### src/rtl/mem_arb_pkg.sv
// Shared types and default sizes for the cache-to-memory arbiter.
// Port identities and FSM states are used by both the top and the round-robin picker.
package mem_arb_pkg;

    typedef enum logic [1:0] {
        IDLE  = 2'd0,
        ISSUE = 2'd1,
        WAIT  = 2'd2,
        RESP  = 2'd3
    } state_t;

    typedef enum logic {
        PORT_D = 1'b0,
        PORT_I = 1'b1
    } port_t;

    localparam int ADDR_W_DEF      = 6;
    localparam int DATA_W_DEF      = 32;
    localparam int TIMEOUT_CYC_DEF = 64;

    function automatic port_t other_port(input port_t p);
        return (p == PORT_D) ? PORT_I : PORT_D;
    endfunction

endpackage

### src/rtl/arb_rr_pick.sv
// Two-way round-robin choice: a lone requester wins, a tie goes to the port
// that was not served last. Purely combinational.
module arb_rr_pick
    import mem_arb_pkg::*;
(
    input  logic req_d,
    input  logic req_i,
    input  logic last,
    output logic grant,
    output logic valid
);

    always_comb begin
        valid = req_d | req_i;
        if (req_d && req_i) begin
            grant = other_port(port_t'(last));
        end else if (req_d) begin
            grant = PORT_D;
        end else begin
            grant = PORT_I;
        end
    end

endmodule

### src/rtl/mem_arbiter.sv
// Shares one main-memory port between the dcache (read/write) and the icache
// (read-only); one block transfer at a time, round-robin on ties.
module mem_arbiter
    import mem_arb_pkg::*;
#(
    parameter int ADDR_W      = ADDR_W_DEF,
    parameter int DATA_W      = DATA_W_DEF,
    parameter int TIMEOUT_CYC = TIMEOUT_CYC_DEF
) (
    input  logic              CLK,
    input  logic              RESET,
    input  logic              d_mem_read,
    input  logic              d_mem_write,
    input  logic [ADDR_W-1:0] d_mem_address,
    input  logic [DATA_W-1:0] d_mem_writedata,
    output logic [DATA_W-1:0] d_mem_readdata,
    output logic              d_mem_busywait,
    input  logic              i_mem_read,
    input  logic [ADDR_W-1:0] i_mem_address,
    output logic [DATA_W-1:0] i_mem_readdata,
    output logic              i_mem_busywait,
    output logic              mem_read,
    output logic              mem_write,
    output logic [ADDR_W-1:0] mem_address,
    output logic [DATA_W-1:0] mem_writedata,
    input  logic [DATA_W-1:0] mem_readdata,
    input  logic              mem_busywait,
    output logic              err_timeout
);

    localparam int CNT_W = $clog2(TIMEOUT_CYC + 1);

    state_t             state;
    port_t              grant;
    port_t              last;
    logic               op_write;
    logic [CNT_W-1:0]   wait_cnt;
    logic [DATA_W-1:0]  d_rdata;
    logic [DATA_W-1:0]  i_rdata;

    logic req_d;
    logic req_i;
    logic pick_grant;
    logic pick_valid;
    logic timeout_hit;
    logic mem_phase;

    assign req_d = d_mem_read | d_mem_write;
    assign req_i = i_mem_read;

    arb_rr_pick u_pick (
        .req_d (req_d),
        .req_i (req_i),
        .last  (last),
        .grant (pick_grant),
        .valid (pick_valid)
    );

    assign timeout_hit = (wait_cnt == CNT_W'(TIMEOUT_CYC - 1));

    // The operation kind is latched at grant so a requester that lets go
    // mid-transfer cannot change what memory is being asked to do.
    always_ff @(posedge CLK) begin
        if (RESET) begin
            state       <= IDLE;
            grant       <= PORT_D;
            last        <= PORT_I;
            op_write    <= 1'b0;
            wait_cnt    <= '0;
            err_timeout <= 1'b0;
            d_rdata     <= '0;
            i_rdata     <= '0;
        end else begin
            case (state)
                IDLE: begin
                    if (pick_valid) begin
                        state    <= ISSUE;
                        grant    <= port_t'(pick_grant);
                        last     <= port_t'(pick_grant);
                        op_write <= (port_t'(pick_grant) == PORT_D) && d_mem_write;
                        wait_cnt <= '0;
                    end
                end
                ISSUE: begin
                    state <= WAIT;
                end
                WAIT: begin
                    if (!mem_busywait) begin
                        state <= RESP;
                        if (!op_write) begin
                            if (grant == PORT_D) d_rdata <= mem_readdata;
                            else                 i_rdata <= mem_readdata;
                        end
                    end else if (timeout_hit) begin
                        // Abort with a zero block so the requester never consumes stale data.
                        state       <= RESP;
                        err_timeout <= 1'b1;
                        if (grant == PORT_D) d_rdata <= '0;
                        else                 i_rdata <= '0;
                    end else begin
                        wait_cnt <= wait_cnt + CNT_W'(1);
                    end
                end
                RESP: begin
                    state <= IDLE;
                end
                default: begin
                    state <= IDLE;
                end
            endcase
        end
    end

    assign mem_phase = (state == ISSUE) || (state == WAIT);

    always_comb begin
        mem_read      = mem_phase && !op_write;
        mem_write     = mem_phase && op_write;
        mem_address   = '0;
        mem_writedata = '0;
        if (mem_phase) begin
            mem_address = (grant == PORT_D) ? d_mem_address : i_mem_address;
            if (op_write) begin
                mem_writedata = d_mem_writedata;
            end
        end
    end

    assign d_mem_busywait = req_d && !((state == RESP) && (grant == PORT_D));
    assign i_mem_busywait = req_i && !((state == RESP) && (grant == PORT_I));
    assign d_mem_readdata = d_rdata;
    assign i_mem_readdata = i_rdata;

endmodule

### config.mk
export PLATFORM = sky130hd
export DESIGN_NAME = mem_arbiter
export DESIGN_NICKNAME = d
export VERILOG_FILES = /design/src/rtl/mem_arb_pkg.sv /design/src/rtl/arb_rr_pick.sv /design/src/rtl/mem_arbiter.sv
export SDC_FILE = /design/constraint.sdc
export NUM_CORES = 1
export LEC_CHECK = 0
export BUFFER_PORTS_ARGS = -buffer_cell sky130_fd_sc_hd__buf_2
export CORE_MARGIN = 3
export CORE_UTILIZATION = 42
export DETAILED_ROUTE_END_ITERATION = 10
export PLACE_DENSITY = 0.75
export RECOVER_POWER = 50
export SLEW_MARGIN = 20
export SYNTH_ARGS = -nofsm -noshare
export SYNTH_HDL_FRONTEND = slang
export SYNTH_SLANG_ARGS = --single-unit
### constraint.sdc
create_clock -name CLK -period 1.45 [get_ports CLK]
set_clock_uncertainty 0.05 [all_clocks]
set_input_delay 0.0725 -clock CLK [delete_from_list [all_inputs] [get_ports CLK]]
set_output_delay 0.0725 -clock CLK [all_outputs]
set_load 0.01 [all_outputs]
==> impl_summary.md <==
Run status
The flow ran to the end, but the final reports show violations. The final reports fail on negative setup slack.

Pwr
The leakage dissipation is 3.00 nW. Of the total power, combinational logic draws 0.452. Of the total power, the clock network draws 0.214.

The areal power density over the cells is around 1200 nW/um^2. The internal portion of total power is 4.56 mW. The worst-case vdd ir drop is between 0.8 and 0.9 mV.

The net switching power is around 2.3 mW. The fraction of power consumed by sequential logic is 0.335. The switching fraction of total power is 0.335.

Layout
Excluding fillers, the count of instances in the completed layout stands at 715. The utilization after layout is 0.638. The antenna diode instance count is 0. The area growth from synthesis to layout is 45.1%. In the final layout, the share of cells above drive strength 1 is 0.448. The area used by multi-input combinational logic is 2280 sq um.

The number of filler instances in the final layout is 783. The combined flip-flop and latch cell area is 1550 sq um. The post-route cell area is approximately 5700 sq um. For this run, the post-layout net count is approximately 690.

Clock network
The H-tree generated during clock tree synthesis spans 3 levels. The clock latency at the later pin of the worst-skew pair is approximately 340 ps. The number of hold-repair buffers added at the cts stage is 0. The longest clock path from root to sink contains 2 buffers. The cell sitting at the root of the clock tree is a sky130_fd_sc_hd__clkbuf_8. The CTS sink count is 77. The clock buffer count from CTS is 9. The clock transition at the register clock pins on the worst setup and hold paths after CTS is 80 ps. TritonCTS built the clock tree.

Synth
The total of flip-flops plus latches after synthesis is just under 80. The synthesized netlist cell count is slightly below 400. Counting distinct cell types in the post-synthesis netlist gives 40. Yosys attributes the largest share of cell area to sky130_fd_sc_hd__dfxtp_1 39%, sky130_fd_sc_hd__mux2i_1 18%, sky130_fd_sc_hd__nand2b_1 11%.

By count the netlist is led by 77 x sky130_fd_sc_hd__dfxtp_1, 71 x sky130_fd_sc_hd__mux2i_1, 71 x sky130_fd_sc_hd__nand2b_1, 33 x sky130_fd_sc_hd__and3_1, 32 x sky130_fd_sc_hd__or3b_2. The number of enable flip-flop cells after synthesis is 0. The top cell type by total area after synthesis is sky130_fd_sc_hd__dfxtp_1. The leading cell type by number of instances after synthesis is sky130_fd_sc_hd__dfxtp_1. Of all flip-flops after synthesis, the portion carrying an async set or reset was 0. The area share of the leading cell type in the synthesized netlist is 0.394. The predominant post-synthesis flop cell is sky130_fd_sc_hd__dfxtp_1. The number of nets produced by synthesis is 476. For this run, the register share of the synthesized area comes to 0.394.

The synthesized netlist occupies a cell area of approximately 4000 sq um. During synthesis, Yosys emitted a total of 0 warnings. The post-synthesis area per instance is ~10 sq um.

Detailed routing
The number of antenna-violating nets in the routed design is 0. The routed design uses 588 um of met3 wire. Using the TritonRoute via totals, the vias-per-cell ratio works out to 4.98. After detailed routing, the met2 layer carries approximately 5700 um of wire. After detailed routing, the total wire length is about 11000 um. In this run, the number of DRC markers left after iteration 0 of detailed routing was 92. The number of optimization iterations in the first detailed-route pass is 4.

The total number of vias is approximately 3600. The detail-routed net length per standard cell is between 15 and 20 um. The remaining routing DRC violations is 0. The top routing layer in use is met4. The length of routed wiring on met1 is about 5000 um.

Worst setup path
The startpoint type of the worst setup path is a flop. The capturing element type of the critical path is an output port. The worst setup path is of the flop to output port kind. The data arrival at the endpoint of the critical path is roughly 1600 ps. In this design, the stage delay of the slowest critical-path cell is around 340 ps. The slowest stage of the critical path belongs to the cell sky130_fd_sc_hd__dfxtp_2.

The instance count on the critical path is 6. Walking the worst path, the cells encountered are inv_2, buf_6, ha_4, buf_12, and3_1, buf_2. The number of buffers and inverters on the critical path is 4. The required arrival time at the worst endpoint is 1330 ps. The cell class contributing the biggest share of worst-path delay is buffers and inverters. The worst register-to-register path has a depth of 6. In this run the worst path has a maximum fanout of 20.

Place
The number of cells after detailed placement is slightly below 700. In this run the cell area measured after placement is just over 5000 sq um. The worst setup slack after placement is -73.5 ps. The wire-length estimate of the detail-placed layout is roughly 7900 um. Routability-driven placement finished with a final weighted congestion of between 0.8 and 0.9. The number of buffer cells added on primary ports is 188.

STA
In the post-route analysis, the smallest setup slack over all paths is -262 ps. The final hold violation count is 0. The worst hold slack is around 58 ps. The number of max-slew violations in the final report came to 0. Setup violations remaining at the end of the flow were counted as approximately 110.

Of the available clock period, the critical path in the final layout requires 1.18. The worst path in the final design needs a cycle of 1710 ps, including I/O delays and setup. At the pin with the least slew margin, the transition time is about 400 ps. The worst pin sits at a relative slew slack of 0.733. Setup repair after global routing could not meet its margin everywhere. The maximum clock frequency is 584 MHz.

Die
The total number of placement rows is 34. The initial core utilization is 0.440. The floorplan die height is approximately 100 um. The die footprint is about 11000 sq um.

In this run the standard cell core region covers slightly below 9000 sq um. ~190 I/O pins were placed. Measured along the x axis, the die boundary spans 102 um.

Run
The tool flagged a number of max-cap violations equal to 0.

Min path
The cell depth of the worst hold path is 3. The min-delay analysis places its worst path in the category input port to flop.

GRT
Summed over all layers, the global routing overflow is 0. The via count of the first global-routing pass is about 3500. The overall routing resource usage is 0.217.

The global-route wire length before repair is between 15000 and 20000 um. The initial antenna violation count was 0. The pin count of the biggest net entering global routing is 37.
-- tightest hold or removal path: cells and delay by family --
kind | cells | cell delay (ps)
buf+inv | 1 | 90
mux | 1 | 60
simple gates | 1 | 190
-- metal layers --
layer  vias to the layer above  track usage
li1                       1782            -
met1                      1669        0.279
met2                        95        0.358
met3                        14       0.0526
met4                         0       0.0676
met5                         -            0
-- power groups by stage --
| stage | sequential [mW] | combinational [mW] | clock, mW |
|---|---|---|---|
| after floorplan | 2.36 | 1.53 | 0 |
| after global placement | 2.33 | 2.28 | 0 |
| after detailed placement | 2.33 | 2.34 | 0 |
| after CTS | 2.29 | 3.01 | 1.50 |
| after global routing | 2.31 | 3.34 | 1.60 |
| final | 2.29 | 3.10 | 1.46 |
-- registers in the layout (all words and copies together) (netlist names) --
signal	count
state	2
i_mem_readdata	32
wait_cnt	7
d_mem_readdata	32
err_timeout	1
grant	1
op_write	1
last	1
-- cell usage in the layout (no fill, tap or decap), types with 7 or more instances in the layout --
master and instances:
sky130_fd_sc_hd__clkbuf_8 11, sky130_fd_sc_hd__and3_1 30, sky130_fd_sc_hd__or3b_2 32, sky130_fd_sc_hd__mux2i_1 71, sky130_fd_sc_hd__nand2b_1 70, sky130_fd_sc_hd__buf_2 150
sky130_fd_sc_hd__buf_6 9, sky130_fd_sc_hd__buf_12 9, sky130_fd_sc_hd__clkbuf_1 35, sky130_fd_sc_hd__nor2b_1 7, sky130_fd_sc_hd__dfxtp_1 74, sky130_fd_sc_hd__buf_4 25
sky130_fd_sc_hd__nor2_1 9
-- layout make-up --
cell class,instances,area share
flip-flops and latches,77,0.272
clock buffers,12,0.0274
multi-input cells,277,0.403
clock inverters,4,0.00397
inverters,5,0.00331
well taps,108,0.0238
repair buffers,232,0.266
-- cells by family after synthesis --
logic type                 Yosys count  synth area share
DFF                                 77             0.394
buffers and inverters               36            0.0522
AOI/OAI and AO/OA                   24            0.0515
muxes                               71             0.182
adders and majority gates            4            0.0128
and+or+nand+nor                    178             0.308
-- stage by stage --
step / setup TNS (ps) / power (mW)
6_report: -19000 / 6.85
5_1_grt: -28830 / 7.24
3_5_place_dp: -1460 / 4.67
4_1_cts: -18950 / 6.81
3_3_place_gp: -367 / 4.61
2_1_floorplan: 0 / 3.89
-- timing repair --
| item | in CTS | in global routing |
|---|---|---|
| gates resized for setup | 21 | 11 |
| pin swaps | 4 | 2 |
| hold endpoints to repair | 0 | 0 |
| cloned | 6 | 0 |
| buffers inserted | 8 | 2 |
| endpoints found under the setup margin | 111 | 116 |
-- path summary, 6_finish.rpt --
path,from,end,slack [ps]
setup / recovery,state[0]$_SDFFE_PP0P_,mem_writedata[30],-260
hold / removal,mem_readdata[26],d_mem_readdata[26]$_SDFFE_PP0P_,60
setup reg to reg,wait_cnt[5]$_SDFFE_PP0P_,d_mem_readdata[5]$_SDFFE_PP0P_,-210
hold reg to reg,d_mem_readdata[19]$_SDFFE_PP0P_,d_mem_readdata[19]$_SDFFE_PP0P_,430
Note: power is estimated with default switching activity, not from simulation.
